`src/rtl/uart_pkg.sv`:
```
// Shared definitions for the UART receiver: FSM state encoding, parity modes
// and the three-sample majority vote.
package uart_pkg;

    typedef enum logic [2:0] {
        ST_IDLE,
        ST_START,
        ST_DATA,
        ST_PARITY,
        ST_STOP,
        ST_WAIT_IDLE
    } rx_state_e;

    localparam int PARITY_NONE = 0;
    localparam int PARITY_ODD  = 1;
    localparam int PARITY_EVEN = 2;

    function automatic logic maj3(input logic a, input logic b, input logic c);
        return (a & b) | (a & c) | (b & c);
    endfunction

endpackage

```
`src/rtl/sync_fifo.sv`:
```
// Single-clock FIFO with wrap-bit pointers; flags a dropped write on overflow.
module sync_fifo #(
    parameter int WIDTH = 8,
    parameter int DEPTH = 4
) (
    input  logic             clk,
    input  logic             rst_n,
    input  logic             i_wr_en,
    input  logic [WIDTH-1:0] i_wr_data,
    input  logic             i_rd_en,
    output logic [WIDTH-1:0] o_rd_data,
    output logic             o_empty,
    output logic             o_full,
    output logic             o_overrun
);

    localparam int AW = $clog2(DEPTH);

    logic [WIDTH-1:0] r_mem [DEPTH];
    logic [AW:0]      r_wptr;
    logic [AW:0]      r_rptr;
    logic             r_overrun;
    logic             w_rd;
    logic             w_wr;

    assign o_empty   = (r_wptr == r_rptr);
    assign o_full    = (r_wptr[AW] != r_rptr[AW]) && (r_wptr[AW-1:0] == r_rptr[AW-1:0]);
    assign w_rd      = i_rd_en & ~o_empty;
    // A full FIFO still accepts a write when the head is popped in the same cycle.
    assign w_wr      = i_wr_en & (~o_full | w_rd);
    assign o_rd_data = o_empty ? '0 : r_mem[r_rptr[AW-1:0]];
    assign o_overrun = r_overrun;

    always_ff @(posedge clk or negedge rst_n) begin
        if (!rst_n) begin
            r_wptr    <= '0;
            r_rptr    <= '0;
            r_overrun <= 1'b0;
        end else begin
            if (w_wr) r_wptr <= r_wptr + 1'b1;
            if (w_rd) r_rptr <= r_rptr + 1'b1;
            r_overrun <= i_wr_en & o_full & ~w_rd;
        end
    end

    always_ff @(posedge clk) begin
        if (w_wr) r_mem[r_wptr[AW-1:0]] <= i_wr_data;
    end

endmodule

```
`src/rtl/uart_rx.sv`:
```
// UART receiver: 2-flop synchronizer, mid-bit majority vote, frame FSM with
// break handling, and a receive FIFO toward the consumer.
module uart_rx
    import uart_pkg::*;
#(
    parameter int CLKS_PER_BIT = 2604,
    parameter int DATA_BITS    = 8,
    parameter int PARITY       = 0,
    parameter int STOP_BITS    = 1,
    parameter int FIFO_DEPTH   = 4
) (
    input  logic                 CLK,
    input  logic                 RST_N,
    input  logic                 rx,
    output logic [DATA_BITS-1:0] rx_data,
    output logic                 rx_parity_err,
    output logic                 rx_frame_err,
    output logic                 rx_valid,
    input  logic                 rx_ready,
    output logic                 overrun,
    output logic                 busy
);

    localparam int CW = $clog2(CLKS_PER_BIT);
    localparam int FW = DATA_BITS + 2;

    localparam logic [CW-1:0] C_H_M1 = CW'(CLKS_PER_BIT / 2 - 1);
    localparam logic [CW-1:0] C_H    = CW'(CLKS_PER_BIT / 2);
    localparam logic [CW-1:0] C_H_P1 = CW'(CLKS_PER_BIT / 2 + 1);
    localparam logic [CW-1:0] C_LAST = CW'(CLKS_PER_BIT - 1);
    localparam logic [3:0]    C_DATA_LAST = 4'(DATA_BITS - 1);
    localparam logic [3:0]    C_STOP_LAST = 4'(STOP_BITS - 1);

    rx_state_e            r_state;
    logic                 r_sync1;
    logic                 r_sync2;
    logic                 r_sync_d;
    logic [CW-1:0]        r_cnt;
    logic [3:0]           r_bit_idx;
    logic                 r_s0;
    logic                 r_s1;
    logic [DATA_BITS-1:0] r_shift;
    logic                 r_perr;
    logic                 r_ferr;
    logic                 r_push;

    logic                 w_fall;
    logic                 w_timed;
    logic                 w_wrap;
    logic                 w_at_h1;
    logic                 w_vote;
    logic                 w_par_exp;
    logic                 w_ferr_next;
    logic                 w_empty;
    logic                 w_full;
    logic [FW-1:0]        w_head;

    always_ff @(posedge CLK or negedge RST_N) begin
        if (!RST_N) begin
            r_sync1  <= 1'b1;
            r_sync2  <= 1'b1;
            r_sync_d <= 1'b1;
        end else begin
            r_sync1  <= rx;
            r_sync2  <= r_sync1;
            r_sync_d <= r_sync2;
        end
    end

    assign w_fall      = r_sync_d & ~r_sync2;
    assign w_timed     = (r_state == ST_START) || (r_state == ST_DATA) ||
                         (r_state == ST_PARITY) || (r_state == ST_STOP);
    assign w_wrap      = (r_cnt == C_LAST);
    assign w_at_h1     = (r_cnt == C_H_P1);
    // Third sample is the live synchronized value at H+1.
    assign w_vote      = maj3(r_s0, r_s1, r_sync2);
    assign w_par_exp   = (PARITY == PARITY_ODD) ? ~(^r_shift) : (^r_shift);
    assign w_ferr_next = r_ferr | ~w_vote;

    always_ff @(posedge CLK or negedge RST_N) begin
        if (!RST_N) begin
            r_state   <= ST_IDLE;
            r_cnt     <= '0;
            r_bit_idx <= '0;
            r_s0      <= 1'b0;
            r_s1      <= 1'b0;
            r_shift   <= '0;
            r_perr    <= 1'b0;
            r_ferr    <= 1'b0;
            r_push    <= 1'b0;
        end else begin
            r_push <= 1'b0;
            if (w_timed) begin
                r_cnt <= w_wrap ? '0 : r_cnt + 1'b1;
                if (r_cnt == C_H_M1) r_s0 <= r_sync2;
                if (r_cnt == C_H)    r_s1 <= r_sync2;
            end
            case (r_state)
                ST_IDLE: begin
                    if (w_fall) begin
                        r_state   <= ST_START;
                        r_cnt     <= '0;
                        r_bit_idx <= '0;
                        r_perr    <= 1'b0;
                        r_ferr    <= 1'b0;
                    end
                end
                ST_START: begin
                    if (w_at_h1 && w_vote) begin
                        r_state <= ST_IDLE;
                        r_cnt   <= '0;
                    end else if (w_wrap) begin
                        r_state   <= ST_DATA;
                        r_bit_idx <= '0;
                    end
                end
                ST_DATA: begin
                    if (w_at_h1) r_shift <= {w_vote, r_shift[DATA_BITS-1:1]};
                    if (w_wrap) begin
                        if (r_bit_idx == C_DATA_LAST) begin
                            r_bit_idx <= '0;
                            r_state   <= (PARITY != PARITY_NONE) ? ST_PARITY : ST_STOP;
                        end else begin
                            r_bit_idx <= r_bit_idx + 1'b1;
                        end
                    end
                end
                ST_PARITY: begin
                    if (w_at_h1) r_perr <= (w_vote != w_par_exp);
                    if (w_wrap) begin
                        r_bit_idx <= '0;
                        r_state   <= ST_STOP;
                    end
                end
                ST_STOP: begin
                    if (w_at_h1) begin
                        r_ferr <= w_ferr_next;
                        if (r_bit_idx == C_STOP_LAST) begin
                            r_push  <= 1'b1;
                            r_cnt   <= '0;
                            r_state <= w_ferr_next ? ST_WAIT_IDLE : ST_IDLE;
                        end
                    end
                    if (w_wrap) r_bit_idx <= r_bit_idx + 1'b1;
                end
                ST_WAIT_IDLE: begin
                    if (!r_sync2) begin
                        r_cnt <= '0;
                    end else if (w_wrap) begin
                        r_cnt   <= '0;
                        r_state <= ST_IDLE;
                    end else begin
                        r_cnt <= r_cnt + 1'b1;
                    end
                end
                default: r_state <= ST_IDLE;
            endcase
        end
    end

    assign busy = (r_state != ST_IDLE);

    sync_fifo #(
        .WIDTH (FW),
        .DEPTH (FIFO_DEPTH)
    ) u_fifo (
        .clk       (CLK),
        .rst_n     (RST_N),
        .i_wr_en   (r_push),
        .i_wr_data ({r_shift, r_perr, r_ferr}),
        .i_rd_en   (rx_ready),
        .o_rd_data (w_head),
        .o_empty   (w_empty),
        .o_full    (w_full),
        .o_overrun (overrun)
    );

    assign rx_valid      = ~w_empty;
    assign rx_data       = w_head[FW-1:2];
    assign rx_parity_err = w_head[1];
    assign rx_frame_err  = w_head[0];

endmodule
```
`config.mk`:
```
export PLATFORM = sky130hd
export DESIGN_NAME = uart_rx
export DESIGN_NICKNAME = d
export VERILOG_FILES = /design/src/rtl/uart_pkg.sv /design/src/rtl/sync_fifo.sv /design/src/rtl/uart_rx.sv
export SDC_FILE = /design/constraint.sdc
export NUM_CORES = 1
export LEC_CHECK = 0
export CAP_MARGIN = 10
export CORE_MARGIN = 4
export CORE_UTILIZATION = 30
export DETAILED_ROUTE_END_ITERATION = 10
export PLACE_DENSITY = 0.45
export SETUP_SLACK_MARGIN = 0.05
export SLEW_MARGIN = 20
export SYNTH_ARGS = -nofsm -noshare
export SYNTH_HDL_FRONTEND = slang
export SYNTH_SLANG_ARGS = --single-unit
```
`constraint.sdc`:
```
create_clock -name CLK -period 2.68 [get_ports CLK]
set_clock_uncertainty 0.15 [all_clocks]
set_input_delay 0.402 -clock CLK [delete_from_list [all_inputs] [get_ports CLK]]
set_output_delay 0.402 -clock CLK [all_outputs]
set_load 0.01 [all_outputs]
```
After elaboration in Yosys (flattened, before gate mapping)
Memories as Yosys holds them, arrays and structs flattened.
Cells that the tools add are included.
{ "op_classes": {"add_sub_neg": 4, "multipliers": 0, "div": 0, "order_cmp": 0, "eq_ne": 26, "shifts": 0, "n_mux": 38, "bitwise": 17, "n_reduce_logical": 19} }
{ "ops": {"columns": ["operator", "n"], "rows": [
  ["$mux W12", 7],
  ["$pmux W12 S4", 1],
  ["$eq A12 B11 Y1 const B", 3],
  ["$mux W3", 11],
  ["$mux W4", 6],
  ["$pmux W4 S5", 1],
  ["$ne A2 B2 Y1 const B", 9],
  ["$pmux W3 S6", 1],
  ["$add A12 B1 Y12 const B", 1],
  ["$eq A12 B12 Y1 const B", 1],
  ["$mux W10", 1],
  ["$reduce_and A9 Y1", 1],
  ["$and A1 B1 Y1", 8],
  ["$mux W1", 8],
  ["$reduce_xor A8 Y1", 1],
  ["$add A3 B1 Y3 const B", 2],
  ["$eq A3 B2 Y1 const B", 2],
  ["$eq A3 B3 Y1 const B", 2],
  ["$reduce_and A2 Y1", 3],
  ["$reduce_and A3 Y1", 2],
  ["$not A1 Y1", 5],
  ["$reduce_and A5 Y1", 1],
  ["$reduce_bool A5 Y1", 1],
  ["$add A4 B1 Y4 const B", 1],
  ["other kinds (15)", 25]
]} }
{ "totals": {"ff_bits": 42, "latchBits": 0, "ramBits": 40, "romBits": 0, "inputBits": 4, "wordCells": 120, "memories": 1} }
{ "memory_table": {"columns": ["memory", "words", "word_bits", "read_ports", "rd_clocked_by_memory_dff", "write_ports", "line", "rtl"], "rows": [
  ["u_fifo.r_mem", 4, 10, 1, 0, 1, "sync_fifo.sv:19", "logic [WIDTH-1:0] r_mem [DEPTH];"]
]} }

Longest topological paths before layout
Gate-level depths: netlist of the first run.
{ "depth": {"depth_word": 9, "ltp_mapped": 7} }

By module
From an unflattened synthesis of the first run, not the netlist that was laid out.
{ "hier_totals": {"hier_cells": 326, "area_unflattened_um2": 4121.5} }
{ "by_module_without_submodules": {"columns": ["module", "instances", "cells_per_inst", "area_each_um2"], "rows": [
  ["uart_rx", 1, 223, 2164.6],
  ["sync_fifo", 1, 103, 1956.9]
]} }

Worst setup path before layout of the first run
OpenSTA, ideal clock, no wires.
{ "synth_path": {"path_type": "reg-to-reg", "from": "register r_cnt[0]", "to": "register r_bit_idx[2]", "t_arrival_ns": 1.925, "required_time_ns": 2.426, "setup_slack_ns": 0.501, "path_stages_with_launch": 7, "path_buffers": 0, "synth_period_minus_slack_ns": 2.179, "path_cell_list": "dfrtp_1 -> ha_1 -> and4bb_2 -> a41oi_1 -> a31o_2 -> or4b_1 -> o311ai_1"} }
{ "synth_between": {"elab_chain_len": 4, "word_cells_on_any_way": 10} }
{ "synth_lines": {"columns": ["item", "line", "rtl"], "rows": [
  ["start: declaration", "uart_rx.sv:38", "logic [CW-1:0] r_cnt;"],
  ["start signal: assignment", "uart_rx.sv:94", "r_cnt <= w_wrap ? '0 : r_cnt + 1'b1;"],
  ["start signal: assignment", "uart_rx.sv:153", "r_cnt <= r_cnt + 1'b1;"],
  ["$eq A12 B12 Y1 / $eq A12 B11 Y1 (equally long branches)", "uart_rx.sv:73, uart_rx.sv:74", null],
  ["$mux W4 / $logic_and A1 B1 Y1 (equally long branches)", null, null],
  ["$mux W4 / $ne A2 B2 Y1 (equally long branches)", null, null],
  ["$pmux W4 S5 / $reduce_and A5 Y1 (equally long branches)", null, null],
  ["end signal: assignment", "uart_rx.sv:124", "r_bit_idx <= r_bit_idx + 1'b1;"],
  ["end signal: assignment", "uart_rx.sv:144", "if (w_wrap) r_bit_idx <= r_bit_idx + 1'b1;"],
  ["end: declaration", "uart_rx.sv:39", "logic [3:0] r_bit_idx;"]
]} }
Parallel ways exist; a longest one is shown, timed or not. The select of a mux whose other input is x is not followed.
A chain may end at the register's enable or synchronous reset.

Worst setup path after layout of the first run
{ "layout_path": {"from": "register r_cnt[0]", "to": "register r_cnt[3]"} }
{ "layout_between": {"elab_chain_len": 6, "word_cells_on_any_way": 12} }
{ "layout_lines": {"columns": ["item", "line", "rtl"], "rows": [
  ["$add A12 B1 Y12 / $eq A12 B12 Y1 (equally long branches)", "uart_rx.sv:94, uart_rx.sv:153, uart_rx.sv:73", null],
  ["$mux W12", "uart_rx.sv:94, uart_rx.sv:149", null],
  ["$mux W12", "uart_rx.sv:93", "if (w_timed) begin"],
  ["$mux W12", "uart_rx.sv:138", "if (r_bit_idx == C_STOP_LAST) begin"],
  ["$mux W12", "uart_rx.sv:136", "if (w_at_h1) begin"],
  ["$pmux W12 S4 *", "uart_rx.sv:98", "case (r_state)"]
]} }
Mark *: on every way between the ends. The rest lies on a longest branch, timed or not.

==> results of run 1 <==
==> worst reg2reg max path, delay by kind of cell (launching register included) <==
kind            cells  cell delay (ns)
compound gates      3             0.94
fa+ha+maj           1             0.37
flops               1             0.35
simple gates        2             0.59
==> cell usage after synthesis (3+ instances only) <==
| library cell | number | area share [%] |
|---|---|---|
| a31o_2 | 7 | 1.5 |
| xnor2_1 | 12 | 2.6 |
| nand4_1 | 6 | 0.93 |
| nand2_1 | 22 | 2.1 |
| and2_1 | 14 | 2.2 |
| buf_2 | 4 | 0.50 |
| mux4_2 | 10 | 5.6 |
| nor4_1 | 3 | 0.47 |
| a21oi_1 | 8 | 1.0 |
| edfxtp_1 | 40 | 30 |
| nor2b_1 | 4 | 0.62 |
| dfrtp_1 | 39 | 24 |
| nand3_1 | 10 | 1.2 |
| clkbuf_1 | 5 | 0.47 |
| o31ai_1 | 5 | 0.93 |
| xor2_1 | 3 | 0.65 |
| and4bb_2 | 3 | 0.93 |
| nor2_1 | 17 | 1.6 |
| mux2_2 | 13 | 3.6 |
| dfstp_2 | 3 | 2.0 |
| inv_1 | 17 | 1.6 |
| or2_2 | 4 | 0.62 |
| ha_1 | 10 | 3.1 |
| o21ai_0 | 9 | 1.1 |
==> worst paths after layout <==
| kind | from | endpoint | slack, ns | cells after the start |
|---|---|---|---|---|
| hold reg to reg | r_sync1$_DFF_PN1_ | r_sync2$_DFF_PN1_ | 0.20 | 0 |
| max in group asynchronous | RST_N | r_sync2$_DFF_PN1_ | 1.40 | 3 |
| hold / removal | r_sync1$_DFF_PN1_ | r_sync2$_DFF_PN1_ | 0.20 | 0 |
| min in group asynchronous | RST_N | u_fifo.r_rptr[2]$_DFFE_PN0P_ | 0.24 | 2 |
| setup reg to reg | r_cnt[0]$_DFF_PN0_ | r_cnt[3]$_DFF_PN0_ | 0.17 | 6 |
| setup / recovery | r_cnt[0]$_DFF_PN0_ | r_cnt[3]$_DFF_PN0_ | 0.17 | 6 |
==> through the flow <==
stage	utilization (%)	hold slack, ns	cell area [um2]	setup WS [ns]
floorplan	-	-0.0436	4020	0.501
global placement	33.7	0.0682	4450	0.105
detailed placement	33.7	0.0679	4450	0.110
CTS	36.0	0.206	4740	0.0146
global route	36.3	0.208	4790	0.0694
finish	36.3	0.205	4790	0.169
==> registers in the layout (all words and copies together) (netlist names) <==
signal	count
u_fifo.r_mem	40
r_cnt	12
r_shift	8
r_bit_idx	4
r_state	3
u_fifo.r_rptr	3
u_fifo.r_wptr	3
r_ferr	1
r_perr	1
r_push	1
r_s0	1
r_s1	1
r_sync1	1
r_sync2	1
r_sync_d	1
u_fifo.o_overrun	1
==> metal layers <==
layer	track usage [%]	wire (um)	vias up
met5	0	0	-
met4	4.78	157	0
met3	3.41	294	11
met2	19.5	4050	44
met1	13.8	3690	1248
li1	-	-	1224
==> area by class of cell <==
cell class	instances	area, um2	area share (%)
Clock buffer	11	233	4.85
Clock inverter	5	40.0	0.835
Inverter	17	63.8	1.33
Multi-Input combinational cell	203	1660	34.5
Sequential cell	82	2260	47.1
Tap cell	176	220	4.59
Timing Repair Buffer	31	325	6.78
==> power breakdown <==
group | switching [mW] | internal (mW) | leakage, nW
Clock | 0.500 | 0.632 | 0.122
Combinational | 0.278 | 0.211 | 0.964
Sequential | 0.0920 | 1.37 | 1.03
Total | 0.870 | 2.21 | 2.11
==> kinds of logic after synthesis <==
family                   after synthesis
multiplexers                          25
XOR/XNOR                              15
flip-flops                            82
buffers and inverters                 27
AND/OR/NAND/NOR                      102
AO/OA/AOI/OAI                         51
adder cells (fa/ha/maj)               10
==> placed cells by master, fill, tap and decap left out, types with 4 or more instances in the layout <==
master	instances
nand3_1	10
clkbuf_16	10
buf_4	12
ha_1	10
o21ai_0	9
nand4_1	6
nor2b_1	4
dfrtp_1	38
nor2_1	17
and2_1	14
mux4_2	10
nand2_1	21
dlymetal6s2s_1	10
a31o_2	7
mux2_2	13
o31ai_1	5
or2_2	4
clkdlybuf4s50_1	5
a21oi_1	8
xnor2_1	12
inv_1	17
edfxtp_1	40
==> repair_timing <==
action                                 4_1_cts  5_1_grt
pin swaps                                    0        0
gates resized for setup                      4       11
endpoints found under the hold margin        4        0
hold buffers                                 1        0
setup endpoints to repair                   10       10
cloned                                       0        1
==> impl_metrics.json, run 1 <==
{
  "worstMarginPinSlew_ns": 0.923,
  "grt_antenna_before_repair": 0,
  "cts_setup_buffers": 0,
  "pin_count": 17,
  "crit_family": "compound AO/OA/AOI/OAI gates",
  "clock_sinks": 82,
  "path_class": "reg2reg",
  "n_antenna_cell": 0,
  "grt_usage_pct": 11.6,
  "drive_gt1_share_pct": 23.8,
  "crit_chain": "ha_1 > nor4bb_1 > nand4_1 > a32oi_2 > a21oi_2 > a221o_1",
  "synthSimpleGateAreaFrac_pct": 15.0,
  "grt_pass1_wl_mm": 13.3,
  "cts_tree": "done",
  "syn_to_final_growth_pct": 19.2,
  "min_path_type": "reg2reg",
  "routed_via_density": 4.81,
  "cts.clk_slew.worst_paths_ns": 0.06,
  "setup_tns_ns": 0,
  "slew_headroom_pct": 38.2,
  "maxSlewViolCount": 0,
  "ys_warn_count": 0,
  "end_kind": "flip-flop",
  "critPathLaunchType": "flip-flop",
  "grt_overflow": 0,
  "grt_pass1_vias": 2516,
  "nFillCells": 1275,
  "synth_top_family_by_area": "simple AND/OR/NAND/NOR gates",
  "crit_path_max_fanout": 8,
  "setup_viol": 0,
  "clk_path_buf_depth": 2,
  "drtIter0Drc": 129,
  "clock_latency_ns": 0.34,
  "syn_area_um2": 4020,
  "synth_edf_count": 40,
  "syn-num-nets": 326,
  "cts_buffers": 9,
  "vias": 2527,
  "core_area_um2": 13200,
  "syn-instance-count": 312,
  "htree_levels": 3,
  "fp.dieArea_um2": 15300,
  "fin_nets": 358,
  "die_width_um": 124,
  "portBuffers": 16,
  "syn_avg_cell_area_um2": 12.9,
  "async_reset_ff_share_pct": 51.2,
  "die_y_um": 124,
  "wl_mm": 8.20,
  "start_util_pct": 30.5,
  "cellLeakagePower_nw": 2.11,
  "clock.fmax_mhz": 398,
  "synth_xor_area_share_pct": 3.27,
  "critPathBufInv": 0,
  "row_count": 42,
  "first_pass_iters": 4,
  "synthAdderAreaFrac_pct": 3.11,
  "root_buffer": "clkbuf_16",
  "fin_crit_ns": 2.51,
  "cap_violations": 0,
  "drtAntennaViolNets": 0,
  "routedWlPerCell_um": 15.6,
  "crit_slowest_cell": "a32oi_2",
  "layoutNonFillerInstCount": 525,
  "place.gp.congestion": 0.797,
  "ys_seq_elements": 82,
  "synthMuxAreaShare_pct": 9.74,
  "ys_types": 59,
  "rsz0062_at_grt": "no",
  "vdd_drop_max_v": 0.000265,
  "placed_cells": 507,
  "seq_area_frac_synth_pct": 56.1,
  "dpl.hpwl_mm": 5.69,
  "finalCritPeriodShare_pct": 93.7,
  "cp.required_ns": 2.75,
  "powerDensity_nw_per_um2": 643,
  "synth_compound_area_share_pct": 9.95,
  "status": "completed",
  "p_total_mw": 3.08,
  "finalHoldViolations": 0,
  "max_stage_delay_ns": 0.38,
  "synth_flop_cell": "edfxtp_1",
  "grt_start_max_net_pins": 39,
  "worstPathArrival_ns": 2.59,
  "drc": 0
}
Note: power is estimated with default switching activity, not from simulation.
==> run 2, diff against run 1 <==
--- a/config.mk
+++ b/config.mk
@@ -10,7 +10,6 @@
 export CORE_UTILIZATION = 30
 export DETAILED_ROUTE_END_ITERATION = 10
 export PLACE_DENSITY = 0.45
-export SETUP_SLACK_MARGIN = 0.05
 export SLEW_MARGIN = 20
 export SYNTH_ARGS = -nofsm -noshare
 export SYNTH_HDL_FRONTEND = slang
==> run 2 against run 1 <==
Compared with the run above:
- flip-flop and latch count unchanged
- cell area down 0.10%
- non-clock buffer count up 1
- wire length down 0.39%
- clock power about the same
- utilization about the same
- worst hold slack unchanged
- critical path type is now reg2out
- largest cell class unchanged
==> impl_metrics.json, run 2 (synthesis results as in run 1) <==
{
  "status": "completed",
  "clk_path_buf_depth": 2,
  "place.gp.congestion": 0.797,
  "wl_met2_mm": 4.08,
  "fp.dieArea_um2": 15300,
  "setup_slack_ns": 0.0607,
  "cp.required_ns": 2.13,
  "syn_to_final_growth_pct": 19.1,
  "row_count": 42,
  "die_width_um": 124,
  "maxSlewViolCount": 0,
  "worstMarginPinSlew_ns": 0.933,
  "htree_levels": 3,
  "powerDensity_nw_per_um2": 643,
  "routedWlPerCell_um": 15.5,
  "start_util_pct": 30.5,
  "cts_buffers": 9,
  "grt_pass1_vias": 2514,
  "grt_usage_pct": 11.6,
  "worst_r2r_endpoint": "r_cnt[3]$_DFF_PN0_",
  "path_class": "reg2out",
  "grt_overflow": 0,
  "critPathLaunchType": "flip-flop",
  "largest_register_ffs": 40,
  "crit_slowest_cell": "mux4_2",
  "clock_latency_ns": 0.34,
  "portBuffers": 16,
  "setup_viol": 0,
  "placed_cells": 507,
  "slew_headroom_pct": 37.5,
  "finalCritPeriodShare_pct": 97.7,
  "vdd_drop_max_v": 0.000265,
  "fin_crit_ns": 2.62,
  "die_y_um": 124,
  "cts_tree": "done",
  "mostFrequentLayoutCells": "40 x edfxtp_1, 38 x dfrtp_1, 21 x nand2_1, 17 x nor2_1, 17 x inv_1",
  "worstPathArrival_ns": 2.07,
  "reg2reg_depth": 6,
  "crit_chain": "buf_12 > mux4_2 > and2_1 > clkdlybuf4s50_1",
  "dpl.hpwl_mm": 5.69,
  "wl_met3_um": 242,
  "clock.fmax_mhz": 382,
  "setup_tns_ns": 0,
  "hold_depth": 0,
  "cap_violations": 0,
  "root_buffer": "clkbuf_16",
  "drtIter0Drc": 136,
  "grt_start_max_net_pins": 39,
  "cellLeakagePower_nw": 2.03,
  "dr.max_layer_used": "met4",
  "wl_mm": 8.17,
  "pin_count": 17,
  "drive_gt1_share_pct": 24.0,
  "core_area_um2": 13200,
  "min_path_type": "reg2reg",
  "wl_met1_mm": 3.71,
  "crit-reg2reg-launch": "r_cnt[0]$_DFF_PN0_",
  "layoutNonFillerInstCount": 526,
  "end_kind": "output port",
  "finalHoldViolations": 0,
  "max_stage_delay_ns": 0.50,
  "routed_via_density": 4.83,
  "hp-start": "r_sync1$_DFF_PN1_",
  "vias": 2543,
  "drtAntennaViolNets": 0,
  "first_pass_iters": 4,
  "rsz0062_at_grt": "no",
  "cts.clk_slew.worst_paths_ns": 0.07,
  "reg2reg_slack_ns": 0.20,
  "crit_path_max_fanout": 6,
  "hold_end": "r_sync2$_DFF_PN1_",
  "fin_nets": 359,
  "clock_sinks": 82,
  "n_antenna_cell": 0,
  "grt_antenna_before_repair": 0,
  "final_common_cell": "edfxtp_1",
  "place_ws_ns": 0.110,
  "grt_pass1_wl_mm": 13.3,
  "drc": 0
}
## run 2: changes by cell type in the layout (fill, tap and decap cells not counted)
cell	before	now
buf_4	12	13
dlymetal6s2s_1	10	5
clkdlybuf4s50_1	5	10
## run 2: metrics by stage
stage | area (um2) | hold WS [ns] | total power, mW | util (%)
6_report | 4790 | 0.205 | 3.08 | 36.3
5_1_grt | 4790 | 0.208 | 3.24 | 36.3
4_1_cts | 4740 | 0.206 | 3.13 | 35.9
3_5_place_dp | 4450 | 0.0679 | 1.98 | 33.7
3_3_place_gp | 4450 | 0.0682 | 1.98 | 33.7
2_1_floorplan | 4020 | -0.0436 | 1.80 | -
## run 2: timing repair
action	CTS	global route
gates resized for setup	3	7
gates cloned	0	1
endpoints found under the hold margin	4	0
buffers inserted	0	1
hold buffers	1	0
setup endpoints to repair	10	10
## run 2: worst max-delay path by stage
| stage | start | to | cells after the start |
|---|---|---|---|
| 2_1_floorplan | r_cnt[0]$_DFF_PN0_ | r_bit_idx[2]$_DFFE_PN0P_ | 6 |
| 3_3_place_gp | r_cnt[0]$_DFF_PN0_ | r_cnt[3]$_DFF_PN0_ | 6 |
| 3_5_place_dp | r_cnt[0]$_DFF_PN0_ | r_cnt[3]$_DFF_PN0_ | 6 |
| 4_1_cts | u_fifo.r_rptr[0]$_DFFE_PN0P_ | rx_data[2] | 4 |
| 5_1_grt | u_fifo.r_rptr[0]$_DFFE_PN0P_ | rx_data[2] | 4 |
| 6_report | u_fifo.r_rptr[0]$_DFFE_PN0P_ | rx_data[2] | 4 |
## run 2: power breakdown
group          internal [mW]  switching (mW)  total, mW
Clock                  0.632           0.499       1.13
Combinational          0.211           0.278      0.489
Sequential              1.37          0.0901       1.46
## run 2: cell type report
type | instances | area [um2]
Clock inverter | 5 | 40.0
Tap cell | 176 | 220
Inverter | 17 | 63.8
Multi-Input combinational cell | 203 | 1660
Timing Repair Buffer | 32 | 320
Sequential cell | 82 | 2260
Fill cell | 1276 | 8400
Clock buffer | 11 | 233
## run 2: critical path, delay by kind of cell, from the launching register on
kind	cells	cell delay [ns]
buffers and inverters	2	0.62
and+or+nand+nor	1	0.17
muxes	1	0.50
DFF	1	0.43
## run 2: layer usage
layer | vias to the layer above | track usage, %
met2 | 37 | 19.5
li1 | 1228 | -
met3 | 9 | 3.41
met1 | 1269 | 13.8
met5 | - | 0
met4 | 0 | 4.78
==> run 3, diff against run 2 <==
--- a/config.mk
+++ b/config.mk
@@ -10,7 +10,9 @@
 export CORE_UTILIZATION = 30
 export DETAILED_ROUTE_END_ITERATION = 10
 export PLACE_DENSITY = 0.45
+export SKIP_CTS_REPAIR_TIMING = 1
 export SLEW_MARGIN = 20
 export SYNTH_ARGS = -nofsm -noshare
 export SYNTH_HDL_FRONTEND = slang
+export SYNTH_HIERARCHICAL = 1
 export SYNTH_SLANG_ARGS = --single-unit
==> run 3 against run 2 <==
Compared with the run above:
- sequential share of layout area decreased by 0.51 points
- maximum frequency increased by 2.0%
- non-clock buffer count decreased by 5
- critical path depth decreased by 2
- cell area increased by 1.0%
- worst setup slack improved by 0.051 ns
- register-to-register slack improved by 0.10 ns
- first-iteration DRC count increased by 6.6%
- combinational power decreased by 36%
==> impl_metrics.json, run 3 <==
{
  "grt_pass1_vias": 2695,
  "fp.dieArea_um2": 15700,
  "worstPathArrival_ns": 2.02,
  "critPathLaunchType": "flip-flop",
  "p_sw_share_pct": 27.0,
  "cellLeakagePower_nw": 1.96,
  "finalHoldViolations": 0,
  "drtAntennaViolNets": 0,
  "cts.clk_slew.worst_paths_ns": 0.07,
  "clk_path_buf_depth": 2,
  "vias": 2606,
  "drc": 0,
  "root_buffer": "clkbuf_16",
  "finalCritPeriodShare_pct": 95.8,
  "largest_register_ffs": 40,
  "place.gp.congestion": 0.737,
  "worstMarginPinSlew_ns": 0.700,
  "grt_pass1_wl_mm": 14.2,
  "fin_nets": 364,
  "maxSlewViolCount": 0,
  "p_total_mw": 2.94,
  "wl_mm": 8.41,
  "n_antenna_cell": 0,
  "wl_met3_um": 236,
  "wl_met1_mm": 4.04,
  "die_y_um": 125,
  "start_util_pct": 30.8,
  "drtIter0Drc": 145,
  "routed_via_density": 4.91,
  "clock_latency_ns": 0.34,
  "fin_crit_ns": 2.57,
  "setup_viol": 0,
  "powerDensity_nw_per_um2": 608,
  "core_area_um2": 13300,
  "nFillCells": 1335,
  "placed_cells": 514,
  "slew_headroom_pct": 52.7,
  "intPower_mw": 2.15,
  "rsz0062_at_grt": "no",
  "syn-instance-count": 325,
  "first_pass_iters": 4,
  "grt_antenna_before_repair": 0,
  "mostFrequentLayoutCells": "40 x edfxtp_1, 39 x dfrtp_1, 21 x nand2_1, 16 x nand3_1, 14 x nor2b_1",
  "syn_area_um2": 4120,
  "syn-num-nets": 339,
  "drive_gt1_share_pct": 20.0,
  "grt_usage_pct": 11.2,
  "clock.fmax_mhz": 389,
  "syn_to_final_growth_pct": 17.6,
  "min_path_type": "reg2reg",
  "syn_avg_cell_area_um2": 12.7,
  "cp.required_ns": 2.13,
  "end_kind": "output port",
  "vdd_drop_max_v": 0.000259,
  "wl_met2_mm": 3.97,
  "layoutNonFillerInstCount": 531,
  "dr.max_layer_used": "met4",
  "p_seq_share_pct": 49.2,
  "path_class": "reg2out",
  "die_width_um": 125,
  "clock_power_share_pct": 40.3,
  "routedWlPerCell_um": 15.8,
  "fin_util_pct": 36.3,
  "grt_overflow": 0,
  "pin_count": 17,
  "portBuffers": 16,
  "cap_violations": 0,
  "grt_start_max_net_pins": 36,
  "setup_tns_ns": 0,
  "p_comb_share_pct": 10.6,
  "row_count": 42,
  "ys_warn_count": 6,
  "power.switching_mw": 0.794,
  "final_common_cell": "edfxtp_1",
  "crit_path_max_fanout": 13,
  "cts_tree": "done",
  "cts_buffers": 9,
  "clock_sinks": 82,
  "dpl.hpwl_mm": 5.70,
  "status": "completed",
  "htree_levels": 3
}
## run 3: cell count changes in the layout (fill, tap and decap cells not counted), sizes merged, moves of 6 or more
cell	before	now
and2	15	0
nand3	10	16
a31o	7	1
nor2b	4	14
nor2	17	11
## run 3: final timing paths
| kind | start | endpoint | slack [ns] | cells after the start |
|---|---|---|---|---|
| max | r_state[0]$_DFFE_PN0P_ | busy | 0.11 | 2 |
| min | r_sync1$_DFF_PN1_ | r_sync2$_DFF_PN1_ | 0.21 | 0 |
| max reg2reg | r_state[0]$_DFFE_PN0P_ | r_bit_idx[3]$_DFFE_PN0P_ | 0.30 | 5 |
| min reg2reg | r_sync1$_DFF_PN1_ | r_sync2$_DFF_PN1_ | 0.21 | 0 |
| min in group asynchronous | RST_N | r_shift[0]$_DFFE_PN0P_ | 0.31 | 2 |
| max in group asynchronous | RST_N | r_sync1$_DFF_PN1_ | 1.29 | 3 |
## run 3: cell type report
cell class	count	area [um2]	share of cell area, %
clock inverter	7	60.1	1.24
timing repair buffer	27	258	5.33
tap	176	220	4.55
inverter	13	48.8	1.01
multi-input combinational	217	1770	36.6
sequential	82	2260	46.6
clock buffer	9	225	4.65
## run 3: metal layers
layer | track usage (%) | up-vias
met2 | 17.9 | 40
li1 | - | 1275
met4 | 4.85 | 0
met5 | 0 | -
met3 | 2.39 | 11
met1 | 14.9 | 1280
## run 3: critical path, cell delays in order, from the launching register on
cell,delay (ns)
dfrtp_1,0.55
or3_1,0.57
clkdlybuf4s50_1,0.55
## run 3: per-stage QoR
stage          hold slack, ns  setup WS [ns]  instance area [um2]
2_1_floorplan         -0.0436          0.647                 4120
3_5_place_dp            0.143          0.315                 4510
5_1_grt                 0.218        0.00147                 4840
3_3_place_gp            0.138          0.315                 4510
6_report                0.211          0.111                 4840
4_1_cts                -0.226       -0.00528                 4790
## run 3: power by group through the flow
stage          Combinational, mW  Sequential [mW]  Clock [mW]
2_1_floorplan              0.263             1.42           0
3_3_place_gp               0.309             1.47           0
3_5_place_dp               0.310             1.47           0
4_1_cts                    0.313             1.45        1.23
5_1_grt                    0.357             1.46        1.28
6_report                   0.311             1.45        1.18
